## src/rtl/pipe_pkg.sv

```systemverilog
// Shared constants and types for the pipeline hazard controller.
// Opcode/aluop encodings and the multdiv sequencing states.
package pipe_pkg;

    localparam int CNT_W_DEF = 16;

    localparam logic [4:0] OP_RTYPE = 5'b00000;
    localparam logic [4:0] OP_J     = 5'b00001;
    localparam logic [4:0] OP_BNE   = 5'b00010;
    localparam logic [4:0] OP_JAL   = 5'b00011;
    localparam logic [4:0] OP_JR    = 5'b00100;
    localparam logic [4:0] OP_BLT   = 5'b00110;
    localparam logic [4:0] OP_LW    = 5'b01000;
    localparam logic [4:0] OP_BEX   = 5'b10110;

    localparam logic [4:0] ALU_MULT = 5'b00110;
    localparam logic [4:0] ALU_DIV  = 5'b00111;

    typedef enum logic [1:0] {
        ST_RUN     = 2'd0,
        ST_MD_BUSY = 2'd1,
        ST_MD_DONE = 2'd2
    } md_state_e;

    function automatic logic is_muldiv(
        input logic [4:0] opcode,
        input logic [4:0] aluop
    );
        return (opcode == OP_RTYPE) &&
               ((aluop == ALU_MULT) || (aluop == ALU_DIV));
    endfunction

endpackage

```

## src/rtl/branch_resolve.sv

```systemverilog
// Decides whether the instruction in X transfers control.
// Purely combinational; comparator flags come from the X-stage ALU.
module branch_resolve
    import pipe_pkg::*;
(
    input  logic [4:0] opcode,
    input  logic       valid,
    input  logic       not_equal,
    input  logic       less_than,
    output logic       taken
);

    logic cond;

    always_comb begin
        cond = 1'b0;
        unique case (opcode)
            OP_J, OP_JAL, OP_JR: cond = 1'b1;
            OP_BNE:              cond = not_equal;
            OP_BLT:              cond = less_than;
            OP_BEX:              cond = not_equal;
            default:             cond = 1'b0;
        endcase
    end

    assign taken = valid & cond;

endmodule

```

## src/rtl/pipe_hazard_ctrl.sv

```systemverilog
// Stall/flush controller: redirects, load-use bubbles, multdiv freeze.
// Also keeps saturating stall/flush event counters for debug.
module pipe_hazard_ctrl
    import pipe_pkg::*;
#(
    parameter int MD_TIMEOUT = 64,
    parameter int CNT_W      = CNT_W_DEF
) (
    input  logic             clock,
    input  logic             reset_n,
    input  logic [4:0]       x_opcode,
    input  logic [4:0]       x_aluop,
    input  logic             x_isNotEqual,
    input  logic             x_isLessThan,
    input  logic             x_valid,
    input  logic [4:0]       x_rd,
    input  logic [4:0]       d_rs,
    input  logic [4:0]       d_rt,
    input  logic             d_valid,
    input  logic             md_ready,
    output logic             pc_en,
    output logic             fd_en,
    output logic             dx_en,
    output logic             xm_en,
    output logic             fd_flush,
    output logic             dx_flush,
    output logic             xm_flush,
    output logic             pc_redirect,
    output logic             md_start,
    output logic             md_error,
    output logic [CNT_W-1:0] stall_cnt,
    output logic [CNT_W-1:0] flush_cnt
);

    localparam int TW = (MD_TIMEOUT > 1) ? $clog2(MD_TIMEOUT) : 1;
    localparam logic [TW-1:0] MD_LAST = TW'(MD_TIMEOUT - 1);

    md_state_e     state;
    md_state_e     state_n;
    logic [TW-1:0] md_cnt;
    logic          taken;
    logic          md_op;
    logic          load_use;
    logic          stall_inc;
    logic          flush_inc;
    logic          err_set;

    branch_resolve u_branch_resolve (
        .opcode    (x_opcode),
        .valid     (x_valid),
        .not_equal (x_isNotEqual),
        .less_than (x_isLessThan),
        .taken     (taken)
    );

    assign md_op = x_valid & is_muldiv(x_opcode, x_aluop);

    assign load_use = x_valid && (x_opcode == OP_LW) && d_valid &&
                      (x_rd != 5'd0) &&
                      ((x_rd == d_rs) || (x_rd == d_rt));

    always_comb begin
        state_n     = state;
        pc_en       = 1'b1;
        fd_en       = 1'b1;
        dx_en       = 1'b1;
        xm_en       = 1'b1;
        fd_flush    = 1'b0;
        dx_flush    = 1'b0;
        xm_flush    = 1'b0;
        pc_redirect = 1'b0;
        md_start    = 1'b0;
        stall_inc   = 1'b0;
        flush_inc   = 1'b0;
        err_set     = 1'b0;
        unique case (state)
            ST_RUN: begin
                // A taken transfer kills the younger load, so it wins
                if (taken) begin
                    pc_redirect = 1'b1;
                    fd_flush    = 1'b1;
                    dx_flush    = 1'b1;
                    flush_inc   = 1'b1;
                end else if (md_op) begin
                    md_start  = 1'b1;
                    pc_en     = 1'b0;
                    fd_en     = 1'b0;
                    dx_en     = 1'b0;
                    xm_flush  = 1'b1;
                    stall_inc = 1'b1;
                    state_n   = ST_MD_BUSY;
                end else if (load_use) begin
                    pc_en     = 1'b0;
                    fd_en     = 1'b0;
                    dx_flush  = 1'b1;
                    stall_inc = 1'b1;
                end
            end
            ST_MD_BUSY: begin
                pc_en     = 1'b0;
                fd_en     = 1'b0;
                dx_en     = 1'b0;
                xm_flush  = 1'b1;
                stall_inc = 1'b1;
                if (md_ready) begin
                    state_n = ST_MD_DONE;
                end else if (md_cnt == MD_LAST) begin
                    err_set = 1'b1;
                    state_n = ST_RUN;
                end
            end
            ST_MD_DONE: begin
                state_n = ST_RUN;
            end
            default: begin
                state_n = ST_RUN;
            end
        endcase
    end

    always_ff @(posedge clock or negedge reset_n) begin
        if (!reset_n) begin
            state     <= ST_RUN;
            md_cnt    <= '0;
            md_error  <= 1'b0;
            stall_cnt <= '0;
            flush_cnt <= '0;
        end else begin
            state <= state_n;
            if (state != ST_MD_BUSY) begin
                md_cnt <= '0;
            end else begin
                md_cnt <= md_cnt + 1'b1;
            end
            if (err_set) begin
                md_error <= 1'b1;
            end
            if (stall_inc && (stall_cnt != '1)) begin
                stall_cnt <= stall_cnt + 1'b1;
            end
            if (flush_inc && (flush_cnt != '1)) begin
                flush_cnt <= flush_cnt + 1'b1;
            end
        end
    end

endmodule

```

## config.mk

```make
export PLATFORM = sky130hd
export DESIGN_NAME = pipe_hazard_ctrl
export DESIGN_NICKNAME = d
export VERILOG_FILES = /design/src/rtl/pipe_pkg.sv /design/src/rtl/branch_resolve.sv /design/src/rtl/pipe_hazard_ctrl.sv
export SDC_FILE = /design/constraint.sdc
export NUM_CORES = 1
export LEC_CHECK = 0
export ABC_CLOCK_PERIOD_IN_PS = 2600
export CAP_MARGIN = 20
export CORE_ASPECT_RATIO = 1.75
export CORE_MARGIN = 1
export CORE_UTILIZATION = 62
export CTS_BUF_LIST = sky130_fd_sc_hd__clkbuf_2 sky130_fd_sc_hd__clkbuf_4 sky130_fd_sc_hd__clkbuf_8
export CTS_CLUSTER_DIAMETER = 60
export CTS_CLUSTER_SIZE = 25
export DETAILED_ROUTE_END_ITERATION = 16
export DONT_BUFFER_PORTS = 1
export GPL_TIMING_DRIVEN = 0
export PLACE_DENSITY = 0.78
export SYNTH_ARGS = -nofsm -noshare
export SYNTH_HDL_FRONTEND = slang
export SYNTH_SLANG_ARGS = --single-unit
export TNS_END_PERCENT = 30
```

## constraint.sdc

```tcl
create_clock -name clock -period 2.6 [get_ports clock]
set_input_delay 0.52 -clock clock [delete_from_list [all_inputs] [get_ports clock]]
set_output_delay 0.52 -clock clock [all_outputs]
set_load 0.02 [all_outputs]
```

Word-level counts from Yosys, hierarchy flattened

Index checks and enable logic that the tools add are counted.
W data, S select, Z words.

Word-level logic and storage cells: 74
Output and inout port bits: 42
Input bits: 32
Flip-flop bits (word level): 41

Reductions and logical operators: 15
Add/sub/neg operators: 3
Multiplexer cells: 30
Bitwise operators: 2
Eq/ne operators: 19

Operators with widths:

| operator                | number |
|---|---|
| $add A16 B1 Y16 const B | 2 |
| $ne A16 B16 Y1 const B  | 2 |
| $eq A5 B3 Y1 const B    | 4 |
| $mux W1                 | 19 |
| $eq A5 B2 Y1 const B    | 2 |
| $eq A5 B5 Y1            | 2 |
| $mux W2                 | 4 |
| $pmux W1 S2             | 4 |
| $logic_and A1 B1 Y1     | 7 |
| $add A6 B1 Y6 const B   | 1 |
| $eq A6 B6 Y1 const B    | 1 |
| $mux W6                 | 1 |
| $eq A5 B1 Y1 const B    | 1 |
| $eq A5 B4 Y1 const B    | 1 |
| $eq A5 B5 Y1 const B    | 1 |
| $logic_not A5 Y1        | 1 |
| $reduce_bool A5 Y1      | 1 |
| $ne A2 B2 Y1 const B    | 2 |
| $pmux W2 S2             | 1 |
| $ne A3 B3 Y1 const B    | 1 |
| $pmux W1 S3             | 1 |
| $reduce_and A3 Y1       | 1 |
| $reduce_or A3 Y1        | 1 |
| $and A1 B1 Y1           | 2 |
| other kinds (5)         | 6 |

Logic depth before layout (Yosys ltp)

Gate-level depths: netlist of run 1.

Depth after elaboration: 10
Mapped depth: 8
Gate-level depth less buffers: 7

Hierarchy

From an unflattened synthesis of run 1, not the netlist that was laid out.

Cell total of the unflattened synthesis: 210
Area total of the unflattened synthesis: 2193.4 um^2

Modules (own cells, without submodules):

| module           | sequential area each (um^2) | cells each | area each (um^2) | times used |
|---|---|---|---|---|
| pipe_hazard_ctrl | 1026.0                      | 202        | 2143.3           | 1 |
| branch_resolve   | 0.0                         | 8          | 50.0             | 1 |

Worst setup path before layout of run 1

OpenSTA, ideal clock, no wires.

Path kind: input to output
Start point: input port x_opcode[2]
End point: output port dx_flush
Arrival: 2425 ps
Path buffers: 0
Data required time: 2080 ps
Slack: -345 ps
Stages: 4
Cells stage by stage: or3b_4 nor4_2 nand2_1 a2111oi_0

Longest elaborated chain between the ends: 9
Elaborated cells on any way between the ends: 22
Classes of those cells: eq/ne: 7; mux: 5; bitwise: 2; reduce/logical: 8

Ends and longest elaborated chain:

| what                              | line                   | text |
|---|---|---|
| from (decl)                       | pipe_hazard_ctrl.sv:11 | `input logic [4:0] x_opcode,` |
| $eq A5 B4 Y1                      | pipe_hazard_ctrl.sv:58 | `assign load_use = x_valid && (x_opcode == OP_LW) && d_valid &&` |
| $logic_and A1 B1 Y1 (3 in series) | pipe_hazard_ctrl.sv:58 |  |
| $logic_and A1 B1 Y1               | pipe_hazard_ctrl.sv:59 | `(x_rd != 5'd0) &&` |
| $mux W1                           | pipe_hazard_ctrl.sv:92 | `end else if (load_use) begin` |
| $mux W1                           | pipe_hazard_ctrl.sv:84 | `end else if (md_op) begin` |
| $mux W1 (*)                       | pipe_hazard_ctrl.sv:79 | `if (taken) begin` |
| $mux W1 (*)                       | pipe_hazard_ctrl.sv:76 | `unique case (state)` |
| to (decl)                         | pipe_hazard_ctrl.sv:26 | `output logic dx_flush,` |

Every way passes the cells marked *; elsewhere a longest branch is shown, timed or not.

Worst setup path in the final report of run 1

Start point: input port x_opcode[2]
End point: output port pc_en

Longest elaborated chain between the ends: 9
Elaborated cells on any way between the ends: 22
Classes of those cells: eq/ne: 7; mux: 5; bitwise: 2; reduce/logical: 8

Ends and longest elaborated chain:

| what                              | line                   | text |
|---|---|---|
| $eq A5 B4 Y1                      | pipe_hazard_ctrl.sv:58 |  |
| $logic_and A1 B1 Y1 (3 in series) | pipe_hazard_ctrl.sv:58 |  |
| $logic_and A1 B1 Y1               | pipe_hazard_ctrl.sv:59 |  |
| $mux W1 (2 in series)             | --                     |  |
| $mux W1 (*)                       | --                     |  |
| $pmux W1 S2 (*)                   | --                     |  |
| to (decl)                         | pipe_hazard_ctrl.sv:21 | `output logic pc_en,` |

Marks and branches as above.

==> results of run 1 <==
[cell type report]
| class | instances | area share, % |
|---|---|---|
| multi-input combinational | 161 | 47.3 |
| sequential | 41 | 42.1 |
| tap | 45 | 2.31 |
| clock buffer | 6 | 3.13 |
| buffer | 7 | 1.74 |
| clock inverter | 2 | 1.59 |
| timing repair buffer | 1 | 0.821 |
| inverter | 7 | 1.08 |
[synthesized netlist by cell type (2+ instances only)]
cell | instances | area share [%]
nand3_1 | 17 | 3.9
nand3b_1 | 2 | 0.68
inv_1 | 6 | 1.0
buf_4 | 3 | 1.0
xnor2_1 | 26 | 10
nor3b_1 | 2 | 0.68
xor2_1 | 14 | 5.6
buf_2 | 2 | 0.45
mux2_1 | 4 | 2.0
a21o_1 | 2 | 0.68
and3_1 | 13 | 3.7
nor3_1 | 4 | 0.91
nand4_1 | 11 | 3.1
nor4b_1 | 2 | 0.79
nor2_1 | 18 | 3.1
nor4_2 | 2 | 1.1
mux2i_1 | 3 | 1.4
dfrtp_1 | 41 | 47
ha_1 | 3 | 1.7
nand2_1 | 17 | 2.9
[registers in the layout, indices dropped and copies added, names as in the netlist]
name,flops
flush_cnt,16
stall_cnt,16
md_cnt,6
state,2
md_error,1
[power groups by stage]
| stage | combinational (W) | clock [W] | sequential [W] |
|---|---|---|---|
| detailed placement | 0.000111 | 0 | 0.000800 |
| finish | 0.000127 | 0.000522 | 0.000787 |
| global route | 0.000145 | 0.000551 | 0.000796 |
| CTS | 0.000128 | 0.000531 | 0.000788 |
| floorplan | 0.0000957 | 0 | 0.000785 |
| global placement | 0.000105 | 0 | 0.000798 |
[repair_timing]
action	4_1_cts	5_1_grt
resized for setup	2	3
pin swaps	1	0
hold buffers	1	0
setup endpoints to repair	2	8
hold endpoints to repair	41	0
[worst max-delay path by stage]
stage,endpoint,slack [ps],cells past startpoint
2_1_floorplan,pc_en,130,6
3_3_place_gp,pc_en,-80,6
3_5_place_dp,pc_en,-120,6
4_1_cts,flush_cnt[8],30,7
5_1_grt,pc_en,-50,6
6_report,pc_en,50,6
[cells by family (layout without fill, tap and decap cells)]
| kind of cell | after synthesis | count (layout) | synth area share (%) |
|---|---|---|---|
| compound gates | 9 | 9 | 3.18 |
| xor+xnor | 40 | 40 | 15.9 |
| fa+ha+maj | 3 | 3 | 1.70 |
| buf+inv | 14 | 23 | 3.01 |
| flops | 41 | 41 | 46.5 |
| mux | 7 | 7 | 3.40 |
| other cells | 1 | 1 | 0.170 |
| simple gates | 101 | 101 | 26.1 |
[worst reg2reg max path: stages, from the launching register on]
cell and delay, ps:
dfrtp_1 500, and4_1 300, and3_1 230, and3_1 230
nor4_4 350, buf_2 320, nand4_1 160, xnor2_1 160
[metal layers]
metal / routed length [um] / up-vias
li1: - / 764
met1: 1580 / 831
met2: 2850 / 55
met3: 232 / 14
met4: 138 / 0
met5: 0 / -
[through the flow]
step | cell area, sq um | total power [W] | utilization, % | cells | setup WS [ps]
finish | 2440 | 0.00144 | 71.8 | 270 | 47.9
global route | 2440 | 0.00149 | 71.8 | 270 | -46.9
CTS | 2410 | 0.00145 | 70.9 | 270 | 29.2
detailed placement | 2270 | 0.000910 | 66.8 | 261 | -115
global placement | 2270 | 0.000903 | 66.8 | 261 | -81.1
floorplan | 2210 | 0.000881 | - | 216 | 128
==> results.md, run 1 <==
* Critical path launch point type: input pin
* Reg area at 1030 sq um
* Vias per inst at 6.16
* Grt met1 use at 25.1%
* FF-to-FF setup slack at 250 ps
* NumNets Final at 259
* Crit. Startpoint: x_opcode[2]
* Fillcell total at 264
* Wirelength per Cell at 17.8 um
* Inserted Clock Buffers at 5
* Switching portion of total power at 27.6%
* Seq pwr share at 54.8%
* Busiest grt layer: met2
* Class of the worst hold path: input pin to async pin
* Reg2Reg Launch Point: flush_cnt[8]
* Hold Vio Cnt, Final at 0
* Rows at 28
* #FFs+latches synth at 41
* Status: finished clean
* Comb power frac at 8.8%
* Total gr overflow at 0
* Rel. slew slack at 47.0%
* Max rail drop VDD at 0.989 mV
* Yosys cell types at 44
* Port Buffers at 0
* Minimum clock period at 2550 ps
* Post-DP HPWL at 3620 um
* Slowest CP cell: or3b_4
* DR pass1 iterations at 4
* Post-Syn Instances at 216
* Syn Nets at 251
* Worst hold margin at 57.3 ps
* Number of enable flip-flop cells after synthesis at 0
* Cell Int Power at 0.00104 W
* Worst path required time at 2080 ps
* Ys Warns at 0
* Area of the multi-input gates at 1150 sq um
* Root buf cell: clkbuf_8
* Critical Path Sink Type: output pin
* CTS sink cnt at 41
* TritonCTS clock tree: done
* Clk pwr share at 36.4%
* Worst-Skew Late Latency at 300 ps
* Sw Pwr at 0.000396 W
* IO Pins at 74
* CP peak stage delay at 410 ps
* Most common cell after layout, fill and taps aside: dfrtp_1
* Vias in the first global route at 1710
* Mapped Area at 2210 sq um
* Worst-Margin Slew at 794 ps
* Most frequent CP cell: buf_4
* P per Cell Area at 589 nW/um^2
* Total GRT Usage at 27.1%
* M2 GR Usage at 49.7%
* Grt met3 use at 9.33%
* Register area share after synthesis at 46.5%
* CP delay by family, top: simple AND/OR/NAND/NOR gates
* DR iter-0 viols at 14
* Worst-case reg-to-reg path depth at 7
* RSZ-0062 raised after global routing: yes
* Core area at 3400 sq um
* Leakage at 1.12 nW
* Synth-to-layout area growth at 10.6%
* WP buf/inv at 2
* Post-CTS setup buffer count at 0
* R2r endpoint: flush_cnt[14]
* Mean Syn Cell Area at 10.2 sq um
* Crit-path max FO at 11
* Die H at 80.9 um
* Crit path DAT at 2030 ps
* Max Clock Freq at 0.392 GHz
* Part of the cycle the worst path needs at 98.2%
* Crit Path Class: input pin to output pin
* DRC violations left at 0
* DR vias at 1664
* Clock-pin slew on the worst setup and hold paths at 90 ps
* Synth async-reset ratio at 100%
* Max Cap Viol at 0
* Skew final at 14.1 ps
* GP Congestion at 0.802
* Die width at 47.1 um
* WL final at 4800 um
* Antenna-violating nets left at 0
* # H-tree levels at 2
* CP cell instances: or3b_4 -> nor4_4 -> o21a_4 -> a31oi_2 -> buf_4 -> buf_4
* Initial core utilization at 64.9%
* Initial antenna violation count at 0
* Main flop type after synthesis: dfrtp_1
* Layout cell share with drive strength beyond 1 at 10.7%
* Clock Path Buffers at 2
* Max-slew violations at 0
* Setup TNS at 0 ps
* Full die area at 3810 sq um
* Final setup fails at 0
* Global-route wire length before repair at 7370 um
* Most frequent cells in the layout: dfrtp_1, xnor2_1, nor2_1
* Antenna diodes at 0
* Largest net degree at the start of global routing at 42
No activity file was read; power rests on OpenSTA's default activity.
==> run 2: changes to the inputs <==
--- a/config.mk
+++ b/config.mk
@@ -7,16 +7,17 @@
 export LEC_CHECK = 0
 export ABC_CLOCK_PERIOD_IN_PS = 2600
 export CAP_MARGIN = 20
+export CELL_PAD_IN_SITES_DETAIL_PLACEMENT = 1
+export CELL_PAD_IN_SITES_GLOBAL_PLACEMENT = 2
 export CORE_ASPECT_RATIO = 1.75
 export CORE_MARGIN = 1
-export CORE_UTILIZATION = 62
+export CORE_UTILIZATION = 39
 export CTS_BUF_LIST = sky130_fd_sc_hd__clkbuf_2 sky130_fd_sc_hd__clkbuf_4 sky130_fd_sc_hd__clkbuf_8
 export CTS_CLUSTER_DIAMETER = 60
 export CTS_CLUSTER_SIZE = 25
 export DETAILED_ROUTE_END_ITERATION = 16
 export DONT_BUFFER_PORTS = 1
-export GPL_TIMING_DRIVEN = 0
-export PLACE_DENSITY = 0.78
+export PLACE_DENSITY = 0.81
 export SYNTH_ARGS = -nofsm -noshare
 export SYNTH_HDL_FRONTEND = slang
 export SYNTH_SLANG_ARGS = --single-unit
==> run 2 against run 1 <==
  * Utilization fell by 25 points
  * Clock skew is 9.4 ps lower
  * Worst setup slack better by 78 ps
  * First-iteration DRC count increased by 100%
  * Worst hold slack gained 14 ps
  * Wire length increased by 1.1%
  * Power down 5.9%
  * Combinational power about the same
  * Sequential power barely moved
  * Sequential share of layout area shrank 1.1 points
  * Flip-flop and latch count stayed put
  * Register-to-register slack improved by 130 ps
  * Largest cell class unchanged
==> results.md, run 2 (synthesized netlist as in run 1, its figures left out) <==
* DR iter-0 viols at 28
* Rows at 35
* Core area at 5340 sq um
* P per Cell Area at 540 nW/um^2
* Worst-Skew Late Latency at 290 ps
* Critical path launch point type: input pin
* Die width at 58.9 um
* Hold Vio Cnt, Final at 0
* Sw Pwr at 0.000396 W
* Vias per inst at 5.40
* Crit-path max FO at 4
* Max Clock Freq at 0.404 GHz
* Synth-to-layout area growth at 13.4%
* Status: finished clean
* Seq pwr share at 58.4%
* DP Worst Slack at 0.559 ps
* IO Pins at 74
* Final setup margin at 126 ps
* Post-DP HPWL at 3710 um
* Total gr overflow at 0
* Wirelength per Cell at 15.8 um
* Vias in the first global route at 1784
* Worst path required time at 2080 ps
* Class of the worst hold path: input pin to async pin
* Clock Path Buffers at 2
* Full die area at 5970 sq um
* Largest net degree at the start of global routing at 42
* Initial antenna violation count at 0
* Port Buffers at 0
* GP Congestion at 0.711
* Comb power frac at 9.4%
* Antenna-violating nets left at 0
* RSZ-0062 raised after global routing: no
* Max Cap Viol at 0
* Part of the cycle the worst path needs at 95.1%
* Post-CTS setup buffer count at 0
* Global-route wire length before repair at 8150 um
* Cell Int Power at 0.000955 W
* Minimum clock period at 2470 ps
* Leakage at 1.15 nW
* Final setup fails at 0
* Total power at 0.00135 W
* Root buf cell: clkbuf_8
* Max-slew violations at 0
* Total GRT Usage at 17.8%
* Inserted Clock Buffers at 5
* Largest regs: flush_cnt: 16 flops, stall_cnt: 16 flops, md_cnt: 6 flops
* # H-tree levels at 2
* Most frequent cells in the layout: dfrtp_1, xnor2_1, nor2_1
* Area of the multi-input gates at 1130 sq um
* TritonCTS clock tree: done
* Die H at 101 um
* Crit path DAT at 1950 ps
* Clk pwr share at 32.2%
* Critical Path Sink Type: output pin
* Worst hold margin at 71.5 ps
* Fillcell total at 635
* Reg area at 1030 sq um
* DRC violations left at 0
* WL final at 4850 um
* Clock-pin slew on the worst setup and hold paths at 80 ps
* NumNets Final at 267
* Initial core utilization at 41.3%
* Max rail drop VDD at 0.265 mV
* Setup TNS at 0 ps
* Switching portion of total power at 29.3%
* Most common cell after layout, fill and taps aside: dfrtp_1
* Layout cell share with drive strength beyond 1 at 14.2%
* DR vias at 1659
* Antenna diodes at 0
* Final Core Density at 46.8%
* CTS sink cnt at 41
* Skew final at 4.74 ps
* Crit Path Class: input pin to output pin
* DR pass1 iterations at 4
[run 2: cell count changes in the layout (fill, tap and decap cells not counted), sizes merged]
cell	previous run	this run
buf	7	16
bufinv	1	0
clkbuf	7	6
clkinv	1	2
[run 2: what timing repair did]
action | in CTS | in global routing
endpoints found under the setup margin | 0 | 2
hold buffers | 1 | 0
hold endpoints to repair | 41 | 0
resized for setup | 0 | 1
[run 2: worst max-delay path: stages]
cell and delay, ps:
or3b_4 400, nor4_2 390, nand2_1 130, a2111oi_2 310
buf_4 200
[run 2: per-layer routing]
layer	up-vias	wire length [um]	share of wire [%]	global-route usage [%]
met5	-	0	0	0
li1	779	-	-	-
met3	4	308	6.4	4.47
met1	810	1790	37	18.2
met4	0	70	1.4	6.04
met2	66	2680	55	33.8
[run 2: stage by stage]
| step | cell area [sq um] | cells |
|---|---|---|
| 2_1_floorplan | 2210 | 216 |
| 4_1_cts | 2490 | 307 |
| 3_5_place_dp | 2380 | 298 |
| 3_3_place_gp | 2380 | 298 |
| 6_report | 2500 | 307 |
| 5_1_grt | 2500 | 307 |
[run 2: worst paths after layout]
check	depth (start not counted)	start	endpoint	slack [ps]
max	5	x_opcode[2]	dx_flush	130
min	1	reset_n	stall_cnt[2]	70
max reg2reg	7	stall_cnt[0]	stall_cnt[1]	380
min reg2reg	1	md_cnt[0]	md_cnt[0]	480
max in group asynchronous	1	reset_n	flush_cnt[2]	2330
min in group clock	1	md_ready	state[1]	400
[run 2: layout make-up]
type                            count  share of cell area, %
Timing Repair Buffer               16                   5.30
Clock buffer                        6                   3.30
Clock inverter                      2                  0.550
Inverter                            7                   1.05
Sequential cell                    41                   41.0
Tap cell                           74                   3.70
Multi-Input combinational cell    161                   45.1
[run 2: power groups by stage]
| stage | clock (W) | sequential (W) | combinational (W) |
|---|---|---|---|
| global placement | 0 | 0.000801 | 0.000109 |
| floorplan | 0 | 0.000785 | 0.0000957 |
| global route | 0.000482 | 0.000798 | 0.000148 |
| detailed placement | 0 | 0.000804 | 0.000113 |
| finish | 0.000435 | 0.000789 | 0.000128 |
| CTS | 0.000458 | 0.000790 | 0.000131 |
